<file path="src/rtl/serial_adder_pkg.sv">
// rtl/serial_adder_pkg.sv - shared constants and FSM state type for serial_adder
//
// Purpose : FSM state encoding and default operand width used by serial_adder.
// Contents: ST_IDLE/ST_RUN/ST_DONE encodings, SA_WIDTH_DEF, sa_state_e enum.
package serial_adder_pkg;

  localparam logic [1:0] ST_IDLE = 2'd0;
  localparam logic [1:0] ST_RUN  = 2'd1;
  localparam logic [1:0] ST_DONE = 2'd2;

  localparam int SA_WIDTH_DEF = 8;

  typedef enum logic [1:0] {
    S_IDLE = ST_IDLE,
    S_RUN  = ST_RUN,
    S_DONE = ST_DONE
  } sa_state_e;

endpackage

</file>
<file path="src/rtl/fa_cell.sv">
// rtl/fa_cell.sv - combinational one-bit full adder cell
//
// Purpose : single full-adder cell shared by every bit step of serial_adder.
// Ports   : a, b, c  (in)  operand bits and carry in
//           sum      (out) a ^ b ^ c
//           carry    (out) majority(a, b, c)
module fa_cell (
  input  logic a,
  input  logic b,
  input  logic c,
  output logic sum,
  output logic carry
);

  assign sum   = a ^ b ^ c;
  assign carry = (a & b) | (a & c) | (b & c);

endmodule

</file>
<file path="src/rtl/serial_adder.sv">
// rtl/serial_adder.sv - bit-serial adder sequencing one fa_cell LSB to MSB
//
// Purpose : computes {cout, sum} = a + b + cin over WIDTH clock cycles using a
//           single full-adder cell with a registered carry.
// Ports   : clk, rst_n (async active-low)
//           start (in)  request, sampled only in IDLE
//           a, b  (in)  WIDTH-bit operands, cin (in) carry in
//           busy  (out) high while running
//           done  (out) one-cycle pulse on a new result
//           sum   (out) WIDTH-bit registered result, cout (out) final carry
//           ovf   (out) signed overflow, present only with SERIAL_ADDER_OVF_EN
// Config  : define SERIAL_ADDER_OVF_EN to add the ovf output.
module serial_adder
  import serial_adder_pkg::*;
#(
  parameter int WIDTH = SA_WIDTH_DEF
) (
  input  logic             clk,
  input  logic             rst_n,
  input  logic             start,
  input  logic [WIDTH-1:0] a,
  input  logic [WIDTH-1:0] b,
  input  logic             cin,
  output logic             busy,
  output logic             done,
  output logic [WIDTH-1:0] sum,
  output logic             cout
`ifdef SERIAL_ADDER_OVF_EN
  ,
  output logic             ovf
`endif
);

  // Counter must be at least one bit wide even when WIDTH is 1.
  localparam int            CW       = (WIDTH > 1) ? $clog2(WIDTH) : 1;
  localparam logic [CW-1:0] CNT_LAST = CW'(WIDTH - 1);

  sa_state_e        state;
  sa_state_e        state_nxt;
  logic [WIDTH-1:0] a_sr;
  logic [WIDTH-1:0] b_sr;
  logic [WIDTH-1:0] s_sr;
  logic [WIDTH-1:0] s_nxt;
  logic             c_r;
  logic [CW-1:0]    cnt;
  logic             s_bit;
  logic             co_bit;
  logic             last_step;

  fa_cell u_fa (
    .a     (a_sr[0]),
    .b     (b_sr[0]),
    .c     (c_r),
    .sum   (s_bit),
    .carry (co_bit)
  );

  assign last_step = (cnt == CNT_LAST);

  // New sum bit enters at the MSB; after WIDTH steps the first bit reaches bit 0.
  always_comb begin
    s_nxt            = s_sr >> 1;
    s_nxt[WIDTH-1]   = s_bit;
  end

  always_ff @(posedge clk or negedge rst_n) begin
    if (!rst_n) begin
      state <= S_IDLE;
    end else begin
      state <= state_nxt;
    end
  end

  always_comb begin
    state_nxt = state;
    case (state)
      S_IDLE:  if (start) state_nxt = S_RUN;
      S_RUN:   if (last_step) state_nxt = S_DONE;
      S_DONE:  state_nxt = S_IDLE;
      default: state_nxt = S_IDLE;
    endcase
  end

  assign busy = (state == S_RUN);
  assign done = (state == S_DONE);

  always_ff @(posedge clk or negedge rst_n) begin
    if (!rst_n) begin
      a_sr <= '0;
      b_sr <= '0;
      s_sr <= '0;
      c_r  <= 1'b0;
      cnt  <= '0;
      sum  <= '0;
      cout <= 1'b0;
`ifdef SERIAL_ADDER_OVF_EN
      ovf  <= 1'b0;
`endif
    end else begin
      case (state)
        S_IDLE: begin
          if (start) begin
            a_sr <= a;
            b_sr <= b;
            c_r  <= cin;
            cnt  <= '0;
          end
        end
        S_RUN: begin
          a_sr <= a_sr >> 1;
          b_sr <= b_sr >> 1;
          s_sr <= s_nxt;
          c_r  <= co_bit;
          cnt  <= cnt + 1'b1;
          if (last_step) begin
            sum  <= s_nxt;
            cout <= co_bit;
`ifdef SERIAL_ADDER_OVF_EN
            // c_r is the carry into the MSB step on the final edge.
            ovf  <= c_r ^ co_bit;
`endif
          end
        end
        default: ;
      endcase
    end
  end

endmodule

</file>
<file path="config.mk">
export PLATFORM = sky130hd
export DESIGN_NAME = serial_adder
export DESIGN_NICKNAME = d
export VERILOG_FILES = /design/src/rtl/serial_adder_pkg.sv /design/src/rtl/fa_cell.sv /design/src/rtl/serial_adder.sv
export SDC_FILE = /design/constraint.sdc
export NUM_CORES = 1
export LEC_CHECK = 0
export ABC_CLOCK_PERIOD_IN_PS = 4600
export CAP_MARGIN = 10
export CORE_MARGIN = 4
export CORE_UTILIZATION = 55
export DETAILED_ROUTE_END_ITERATION = 6
export HOLD_SLACK_MARGIN = 0.03
export PLACE_DENSITY = 0.83
export SLEW_MARGIN = 10
export SYNTH_ARGS = -nofsm -noshare
export SYNTH_HDL_FRONTEND = slang
export SYNTH_SLANG_ARGS = --single-unit
export TNS_END_PERCENT = 20
</file>
<file path="constraint.sdc">
create_clock -name clk -period 4.6 [get_ports clk]
set_input_delay 0.69 -clock clk [delete_from_list [all_inputs] [get_ports clk]]
set_output_delay 0.69 -clock clk [all_outputs]
set_load 0.01 [all_outputs]
</file>
==> results of run 1 <==
-- synth_stat cells (all sizes together), types with 2 or more instances --
cell	number
clkbuf	3
a221oi	4
buf	8
inv	11
ha	2
a211oi	6
nor4bb	2
or4b	5
nor4b	10
dfrtp	38
a22o	2
nor3b	7
mux2	16
o221a	5
-- per-stage QoR --
stage / cells / hold slack [ns] / power [mW] / utilization (%)
after CTS: 201 / 0.445 / 1.35 / 69.1
after global placement: 193 / 0.466 / 1.15 / 67.1
after global routing: 201 / 0.479 / 1.45 / 69.1
after detailed placement: 193 / 0.487 / 1.17 / 67.1
final: 201 / 0.424 / 1.34 / 69.1
after floorplan: 130 / 0.394 / 0.995 / -
-- cell families (layout without fill, tap and decap cells) --
| logic type | count (synthesis) | count (layout) | synth area share (%) |
|---|---|---|---|
| AOI/OAI and AO/OA | 22 | 22 | 11.6 |
| adders and majority gates | 3 | 3 | 2.57 |
| buffers and inverters | 23 | 50 | 5.77 |
| DFF | 38 | 38 | 54.2 |
| muxes | 17 | 17 | 12.8 |
| and+or+nand+nor | 27 | 27 | 13.1 |
-- where the power goes --
part,leakage (nW),switching (mW),internal [mW]
clock network,0.0353,0.106,0.0741
logic,0.438,0.201,0.340
registers,0.451,0.124,0.495
total,0.924,0.431,0.908
-- area by class of cell --
cell class / instances / share of cell area (%)
multi-input cells: 69 / 33.3
well taps: 44 / 2.61
inverters: 12 / 2.14
clock buffers: 7 / 2.61
repair buffers: 30 / 14.0
clock inverters: 1 / 0.237
flip-flops and latches: 38 / 45.1
-- flip-flops by register name, indices dropped and copies added, names as in the netlist --
| register | cells |
|---|---|
| cnt | 3 |
| s_sr | 7 |
| c_r | 1 |
| state | 2 |
| a_sr | 8 |
| sum | 8 |
| cout | 1 |
| b_sr | 8 |
-- worst max-delay path by stage --
stage	startpoint	endpoint	slack, ns	cells past startpoint
floorplan	state[1]	done	2.94	3
global placement	state[1]	busy	1.71	3
detailed placement	state[1]	busy	1.65	3
CTS	state[1]	busy	1.24	3
global route	state[1]	busy	1.02	3
finish	state[1]	busy	1.24	3
-- layer usage --
layer,wire length [um],part of all wire (%)
met5,0,0
met4,59,1.9
met3,174,5.7
met2,1430,47
met1,1380,45
-- worst max-delay path, cell delays in order, from the launching register on --
cell	delay [ns]
dfrtp_1	0.85
nand2b_1	0.50
clkinv_1	0.39
clkdlybuf4s50_1	0.58
==> results.toml, run 1 <==
[outcome]
status = "finished clean"

[yosys]
ys_warn_count = 0
yosys.area.top_type = "dfrtp_1"
yosys_most_used_dff = "dfrtp_1"
syn_area_per_cell_um2 = 13.5
ys_seq_area_share_pct = 54.2
synth_edf_count = 0
synth_top_area_share_pct = 54.2
synthDistinctLibCells = 27
synth_nets = 153
synth-async-reset-ratio_pct = 100
synth.cell_area_mm2 = 0.00176
synthCells = 130
synthTopCellsByArea = "dfrtp_1 (54%), mux2_4 (7.7%), nor4b_1 (5.0%), mux2_2 (4.5%), o221a_2 (3.2%)"
ys_seq_elements = 38

[clocking]
cts_buffer_depth = 2
h-tree-depth = 2
cts_tree = "done"
hold_buffers = 0
cts_buffers = 5
ctsResizeCount = 0
root_buffer = "clkbuf_4"
clock_sinks = 38
cts.clk_slew.worst_paths_ns = 0.11
clk_latency_ns = 0.35
post-cts-setup-buffers = 0

[finish]
register_area_um2 = 951
final_cell_mix = "dfrtp_1 (38), clkdlybuf4s50_1 (29), inv_1 (11), nor4b_1 (10), mux2_4 (9)"
drive_above_1_share_pct = 19.7
final_common_cell = "dfrtp_1"
num_antenna_cells = 0
fin_area_mm2 = 0.00211
fillers = 253
multi_input_area_um2 = 703
fin_nets = 179
area_delta_synth_final_pct = 20.2

[global_route]
grtUsageTotal_pct = 17.1
grt_pass1_vias = 1208
grt_pass1_wl_mm = 5.38
use_met3_pct = 4.85
use_met2_pct = 26.7
gr-max-usage-layer = "met2"
use_met1_pct = 21.1
grt-ovfl-total = 0
grt_max_degree = 39
antenna_found_initial = 0

[timing]
fin_crit_sh_pct = 73.1
tightest_slew_ns = 0.820
slew_violations = 0
hold_viol = 0
max_freq_ghz = 0.297
rsz0062_at_grt = "no"
setup_violations = 0
slew_headroom_pct = 45.3
min_period_ns = 3.36
setup_tns_ns = 0
skew_ns = 0.00807
setup_ws_ns = 1.24

[floorplanning]
io_pins = 31
die_x_um = 64.5
die_height_um = 64.5
dieArea_mm2 = 0.00416
core_region_area_mm2 = 0.00305
placementRows = 20
initial_core_util_pct = 57.5

[power_and_ir_drop]
powerDensity_mw_per_mm2 = 635
worst_ir_drop_vdd_uv = 306
leakage_nw = 0.924

[place]
dpl_worst_slack_ns = 1.65
postPlaceCellArea_mm2 = 0.00205
place.gp.congestion = 0.763
hpwlAfterDp_mm = 2.11
port_buffers = 30

[setup_path]
reg2reg_depth = 3
required_ns = 3.91
arrival_ns = 2.67
r2r_end = "s_sr[5]"
end_kind = "output pin"
startpoint_type = "register"
cp_max_fo = 29
crit_type = "reg2out"
reg2reg_slack_ns = 2.38
r2r-start = "state[1]"

[hold_path]
hold_class = "in2async"

[run]
cap_violations = 0

[route]
final_antenna_net_count = 0
drt_iter0_markers = 36
dr.pass1.iters = 3
vias = 1109
avgViaCountPerCell = 5.52
drt-wirelength-per-cell_um = 15.1
drt-total-wl_mm = 3.04
drcViolationCount = 0
(Power assumes the default switching activity.)
==> run 2, diff against run 1 <==
Settings changed: ABC_CLOCK_PERIOD_IN_PS 4600 to 2750, CORE_UTILIZATION 55 to 47, PLACE_DENSITY 0.83 to 0.75.
Clock period 4.6 ns to 2.75 ns, I/O delays scaled along.
==> run 2 against run 1 <==
Against the previous run:
- setup slack lost 0.74 ns
- clock power grew 97%
- wire length is 5.8% higher
==> results.toml, run 2 (synthesis gave the netlist of run 1 again) <==
[global_route]
antenna_found_initial = 0
grt_pass1_wl_mm = 5.66
grt_max_degree = 39
grt-ovfl-total = 0
grtUsageTotal_pct = 14.6
grt_pass1_vias = 1230

[timing]
slew_violations = 0
setup_violations = 0
setup_tns_ns = 0
min_period_ns = 2.25
slew_headroom_pct = 45.3
tightest_slew_ns = 0.820
hold_ws_ns = 0.220
skew_ns = 0.00497
rsz0062_at_grt = "no"
hold_viol = 0
fin_crit_sh_pct = 81.7
max_freq_ghz = 0.445

[finish]
reg_top3 = "a_sr: 8 flops, b_sr: 8 flops, sum: 8 flops"
num_antenna_cells = 0
drive_above_1_share_pct = 21.4
fin_nets = 182
area_delta_synth_final_pct = 22.7
final_common_cell = "dfrtp_1"
final_cell_mix = "dfrtp_1 (38), clkdlybuf4s50_1 (29), inv_1 (11), nor4b_1 (10), mux2_4 (9)"

[clocking]
h-tree-depth = 2
cts_tree = "done"
cts.clk_slew.worst_paths_ns = 0.07
root_buffer = "clkbuf_8"
cts_buffers = 5
ctsResizeCount = 0
hold_buffers = 0
cts_buffer_depth = 2
clock_sinks = 38
clk_latency_ns = 0.28
post-cts-setup-buffers = 0

[route]
drt-total-wl_mm = 3.22
vias = 1140
dr.pass1.iters = 4
drt-wirelength-per-cell_um = 15.7
avgViaCountPerCell = 5.56
final_antenna_net_count = 0
drcViolationCount = 0
drt_iter0_markers = 97

[outcome]
status = "finished clean"

[hold_path]
hold_class = "in2async"

[floorplanning]
io_pins = 31
initial_core_util_pct = 50.6
dieArea_mm2 = 0.00478
die_height_um = 69.1
core_region_area_mm2 = 0.00347
placementRows = 21
die_x_um = 69.1

[place]
hpwlAfterDp_mm = 2.22
place.gp.congestion = 0.736
port_buffers = 30

[setup_path]
arrival_ns = 1.84
cp_max_fo = 11
startpoint_type = "register"
crit_type = "reg2out"
end_kind = "output pin"
required_ns = 2.34

[power_and_ir_drop]
powerDensity_mw_per_mm2 = 1080
worst_ir_drop_vdd_uv = 413
p_total_mw = 2.33
leakage_nw = 0.947

[run]
cap_violations = 0
==> run 2: changes by cell type in the layout (fill, tap and decap cells not counted) <==
| cell | change |
|---|---|
| clkbuf_8 | +4 |
| clkinv_2 | +1 |
| buf_4 | +3 |
| clkbuf_1 | -1 |
| clkbuf_4 | -5 |
==> run 2: path summary, 6_finish.rpt <==
kind	from	end	slack (ns)	depth (start not counted)
max in group asynchronous	rst_n	a_sr[1]	2.01	1
max	state[1]	busy	0.50	3
max reg2reg	state[1]	sum[2]	0.81	3
min	rst_n	sum[2]	0.22	1
min in group clk	cnt[0]	cnt[0]	0.50	1
min reg2reg	cnt[0]	cnt[0]	0.50	1
==> run 2: layer usage <==
metal  part of all wire (%)  GRT usage (%)  up-vias
met5                      0              0        -
met2                     47           22.6       26
met4                    1.2           7.16        0
met3                    4.3           4.65        4
met1                     47           18.5      572
li1                       -              -      538
==> run 2: through the flow <==
stage / std cells / instance area, um2 / utilization [%] / setup slack, ns
final: 205 / 2150 / 62.1 / 0.502
after global routing: 205 / 2150 / 62.1 / 0.429
after CTS: 205 / 2150 / 62.1 / 0.510
after detailed placement: 198 / 2070 / 59.8 / 0.706
after global placement: 198 / 2070 / 59.8 / 0.795
after floorplan: 130 / 1760 / - / 1.31
==> run 2: layout make-up <==
type,instances,area (um2)
clock inverter,2,10.0
inverter,12,45.0
sequential,38,951
clock buffer,5,68.8
multi-input combinational,69,703
tap,46,57.6
fill,311,1320
timing repair buffer,33,318
==> run 2: report_power, final <==
part	internal (mW)	total [mW]	switching (mW)	leakage, nW
combinational	0.588	0.987	0.399	0.453
clock	0.170	0.354	0.184	0.0438
sequential	0.831	0.989	0.159	0.451
total	1.59	2.33	0.742	0.947
==> run 2: critical path, stage by stage, from the launching register on <==
cell	delay, ns
dfrtp_1	0.54
nand2b_1	0.18
clkinv_1	0.26
clkdlybuf4s50_1	0.58
==> edit 1: new RTL, config.mk and constraints of run 1 <==
The package constant `SA_WIDTH_DEF` goes from 8 to 16.
--- a/src/rtl/serial_adder_pkg.sv
+++ b/src/rtl/serial_adder_pkg.sv
@@ -10,3 +10,3 @@
 
-  localparam int SA_WIDTH_DEF = 8;
+  localparam int SA_WIDTH_DEF = 16;
 
Ports: changed (resized a, b and sum); port bits go from 31 to 55. The function was not compared with the original's and may differ.
==> edit 1 against run 1 <==
  * Non-clock buffer count is 28 higher
  * Area after synthesis is 77% higher
  * Total power is 80% higher
  * Design area is 84% higher
  * Sequential cell count is 33 higher
  * Routed wire length is 98% higher
  * Setup slack better by 0.26 ns
  * Clock power grew to 3.1 times the old value
  * Utilization is 1.5 points higher
  * Hold slack better by 0.041 ns
  * Via count is 97% higher
  * Critical path type unchanged
  * Combinational power is 48% higher
==> edit 1: results (changes against run 1) <==
slowest CP cell=nor2b_2; CTS H-tree lvls=3 (+1); sequential-to-total area share from yosys stat=57.1% (+3.0 points); mux contribution to synthesized area=13.0% (+0.27 points); switching pwr=0.725 mW (+68%); Peak VDD IR=0.263 mV (-14%); relative slew slack=34.9% (-10 points); first-pass GRT wire length=10400 um (+93%); top flop regs=a_sr (16), b_sr (16), sum (16); Reg area=0.00178 mm2 (+87%); Non-clock buffer share=14.6% (+0.62 points); Post-synth top cells=71 x dfrtp_1, 33 x o21ai_0, 31 x a22oi_1, 24 x mux2_2, 22 x nor2b_1; Avg WL per Cell=15.6 um (+2.8%); Non-CTS inverters=1 (-11); skew final=0.0103 ns (+0.00220 ns); CP Max Fanout=40 (+38%); DPL Wire Length=3760 um (+78%); Clock Pin Slew Worst Setup and Hold Paths=0.07 ns (-0.04 ns); DRT iter0 DRCs=140 (+290%); Total GRT Usage=18.5% (+1.4 points); WL met2=2890 um (+100%); multi-input logic area=0.00122 mm2 (+74%); multi-input gates=169 (+140%); Filler Cells Inserted=396 (+57%); total wire length=6020 um (+98%); Synth Area in Adders=1.05% (-1.5 points); placed cells=371 (+92%); share of cells above drive strength 1=17.5% (-2.3 points); Clock Tree Root=clkbuf_8; Place WS=1.61 ns (-0.0426 ns); leakage=1.64 nW (+78%); main area contributors after synthesis=dfrtp_1 57%, mux2_2 8.7%, a22oi_1 7.5%; Net Count, Synth=299 (+95%); Worst Hold Class=input pin to asynchronous set/reset pin; Post-Syn Instances=261 (+100%); largest net degree at the start of global routing=72 (+85%); Synth Area in Compound Gates=17.7% (+6.1 points); post-CTS resize count=0 (unchanged); status=finished, final reports clean; main flop type after synthesis=dfrtp_1; WL met3=364 um (+110%); layout clock buffer count=13 (+6); fin nets=348 (+94%); DRT Pass-1 Iters=4 (+1); CTS buffer count=9 (+4); Synth Warn #=0 (unchanged); wl on met1=2670 um (+94%); drt via density=5.65 (+2.4%); Final GP Congestion=0.741 (-2.9%); clock network area share=5.76% (+2.9 points); Buffers excl. clock=58 (+93%); #FFs+latches synth=71 (+87%); vias in the first global route=2231 (+85%); slowest stage delay, CP=0.71 ns (-0.14 ns); Worst Path Arrival=2.41 ns (-0.26 ns); post-synthesis cell type count=23 (-15%); port bufs=54 (+80%)
==> edit 1: changes by cell type after synthesis, moves of 5 or more <==
cell,delta
nor2b_1,+21
nor4b_1,-10
a22oi_1,+31
a21oi_1,+19
o221a_2,-5
nand2_1,+17
inv_1,-10
dfrtp_1,+33
mux2_2,+17
or4b_1,-5
a211oi_1,-6
nor3b_1,-7
clkbuf_1,+9
o21ai_0,+33
==> edit 1: per-layer routing <==
| metal | track usage, % | vias up |
|---|---|---|
| met3 | 5.06 | 11 |
| met5 | 0 | - |
| li1 | - | 1038 |
| met2 | 29.7 | 60 |
| met1 | 23.4 | 1077 |
| met4 | 8.47 | 0 |
==> edit 1: power by group through the flow <==
stage                     registers (mW)  clock network (mW)  logic [mW]
after floorplan                     1.05                   0       0.522
after global placement              1.05                   0       0.772
after detailed placement            1.07                   0       0.806
after CTS                           1.06               0.570       0.810
after global routing                1.10               0.591       0.882
final                               1.06               0.554       0.797
==> edit 1: path summary, 6_finish.rpt <==
check / from / end / slack, ns / depth (start not counted)
worst max-delay path: state[0]$_DFFE_PN0P_ / busy / 1.50 / 3
worst min-delay path: rst_n / s_sr[8]$_DFFE_PN0P_ / 0.47 / 1
worst max register to register: state[0]$_DFFE_PN0P_ / sum[5]$_DFFE_PN0P_ / 1.86 / 5
worst min register to register: b_sr[8]$_DFFE_PN0P_ / b_sr[8]$_DFFE_PN0P_ / 0.49 / 2
max in group asynchronous: rst_n / s_sr[3]$_DFFE_PN0P_ / 3.59 / 1
min in group clk: b_sr[8]$_DFFE_PN0P_ / b_sr[8]$_DFFE_PN0P_ / 0.49 / 2
==> edit 1: stage by stage <==
stage	util [%]	cell area, um2
3_5_place_dp	66.5	3660
4_1_cts	70.6	3880
2_1_floorplan	-	3110
5_1_grt	70.6	3880
3_3_place_gp	66.5	3660
6_report	70.6	3880
==> edit 2: new RTL, flow settings as in run 1 <==
Without the edit above. Reset style: synchronous (`rst_n`), changed in 2 clocked blocks. Comments in the files are not updated.
--- a/src/rtl/serial_adder.sv
+++ b/src/rtl/serial_adder.sv
@@ -65,3 +65,3 @@
 
-  always_ff @(posedge clk or negedge rst_n) begin
+  always_ff @(posedge clk) begin
     if (!rst_n) begin
@@ -86,3 +86,3 @@
 
-  always_ff @(posedge clk or negedge rst_n) begin
+  always_ff @(posedge clk) begin
     if (!rst_n) begin
Behaviour: differs if rst_n is asserted again (counterexample within 4 cycles, from zero or initial values and one cycle with rst_n low); with rst_n held inactive, the same outputs for 10 cycles.
==> edit 2 against run 1 <==
  * Sequential cell count stayed put
  * Maximum frequency is 15% higher
  * Critical path type unchanged
  * Area after synthesis is 9.6% lower
  * Setup slack better by 0.43 ns
  * Design area is 5.5% lower
  * Global-route usage is 1.0 points higher
  * Synthesized cell count is 33% higher
  * Routed wire length is 0.49% higher
  * Largest cell class is now multi-input combinational cells
  * Sequential share of layout area is 6.9 points lower
Power is not compared: it rests on default switching activity, and its combinational part moved more than twofold at a synthesized area within 25%.
==> edit 2: results (changes against run 1) <==
Final GP Congestion=0.710 (-7.1%); Total GRT Usage=18.1% (+1.0 points); Peak VDD IR=0.483 mV; leakage=0.764 nW; CTS buffer count=5 (unchanged); Placed Area=0.00188 mm2 (-8.2%); Highest Signal Layer=met4; hold endpoint=sum[7]$_SDFFE_PN0P_; R2R depth=4 (+1); Place WS=2.05 ns (+0.403 ns); first-pass GRT wire length=5150 um (-4.2%); post-CTS resize count=0 (unchanged); fin nets=221 (+23%); main flop type after synthesis=dfxtp_1; Post-synth top cells=38 x dfxtp_1, 26 x nand2_1, 20 x nand3_1, 15 x mux2i_1, 15 x o211ai_1; skew final=0.0107 ns (+0.00264 ns); vias in the first global route=1196 (-0.99%); main area contributors after synthesis=dfxtp_1 48%, mux2i_1 9.5%, o211ai_1 7.1%; grt met3 use=4.96% (+0.11 points); slowest stage delay, CP=0.83 ns (-0.02 ns); Avg WL per Cell=13.3 um (-12%); Top delay family on crit path=flip-flops; slowest CP cell=dfxtp_1; Net Count, Synth=196 (+28%); DPL Wire Length=2090 um (-0.94%); WL met3=152 um (-13%); Worst Hold Class=flop to flop; post-synthesis cell type count=24 (-11%); FF-to-FF setup slack=2.86 ns (+0.48 ns); share of cells above drive strength 1=6.03% (-14 points); hold slack final=0.458 ns (+0.0335 ns); DRT iter0 DRCs=53 (+47%); wl on met1=1400 um (+1.6%); total wire length=3060 um (+0.49%); Worst Path Arrival=2.25 ns (-0.42 ns); CP Max Fanout=25 (-14%); Slew @ Worst Pin=0.757 ns (-0.0634 ns); reg2reg start=state[1]$_SDFFE_PN0P_; placed cells=222 (+15%); routed vias=1322 (+19%); sequential-to-total area share from yosys stat=47.9% (-6.2 points); Async S/R FF share, synth=0% (-100 points); RR Endpoint=cnt[0]$_SDFFE_PN0P_; WHS Path Cells=2; GRT met2 Usage=29.0% (+2.3 points); largest net degree at the start of global routing=51 (+31%); DRT Pass-1 Iters=4 (+1); routing usage on met1=23.6% (+2.5 points); clk_lat worst skew=0.34 ns; WL met2=1470 um (+2.5%); Post-Syn Instances=173 (+33%); status=finished, final reports clean
-- edit 2: worst max path at each step --
stage | from | endpoint | slack, ns
final | state[1]$_SDFFE_PN0P_ | busy | 1.66
after floorplan | state[1]$_SDFFE_PN0P_ | done | 2.75
after detailed placement | state[1]$_SDFFE_PN0P_ | busy | 2.05
after global placement | state[1]$_SDFFE_PN0P_ | busy | 2.10
after CTS | state[1]$_SDFFE_PN0P_ | busy | 1.66
after global routing | state[1]$_SDFFE_PN0P_ | busy | 1.49
-- edit 2: area by class of cell --
class                      count  area (um2)
tap                           31        38.8
fill                         215         764
multi-input combinational    120         763
timing repair buffer          32         315
inverter                       1        3.75
sequential                    38         761
clock buffer                   6        51.3
clock inverter                 2        60.1
-- edit 2: logic make-up after synthesis --
| group | count (synthesis) | synth area share, % |
|---|---|---|
| fa+ha+maj | 3 | 2.84 |
| flops | 38 | 47.9 |
| buf+inv | 15 | 3.94 |
| simple gates | 57 | 17.8 |
| mux | 15 | 9.46 |
| compound gates | 45 | 18.0 |
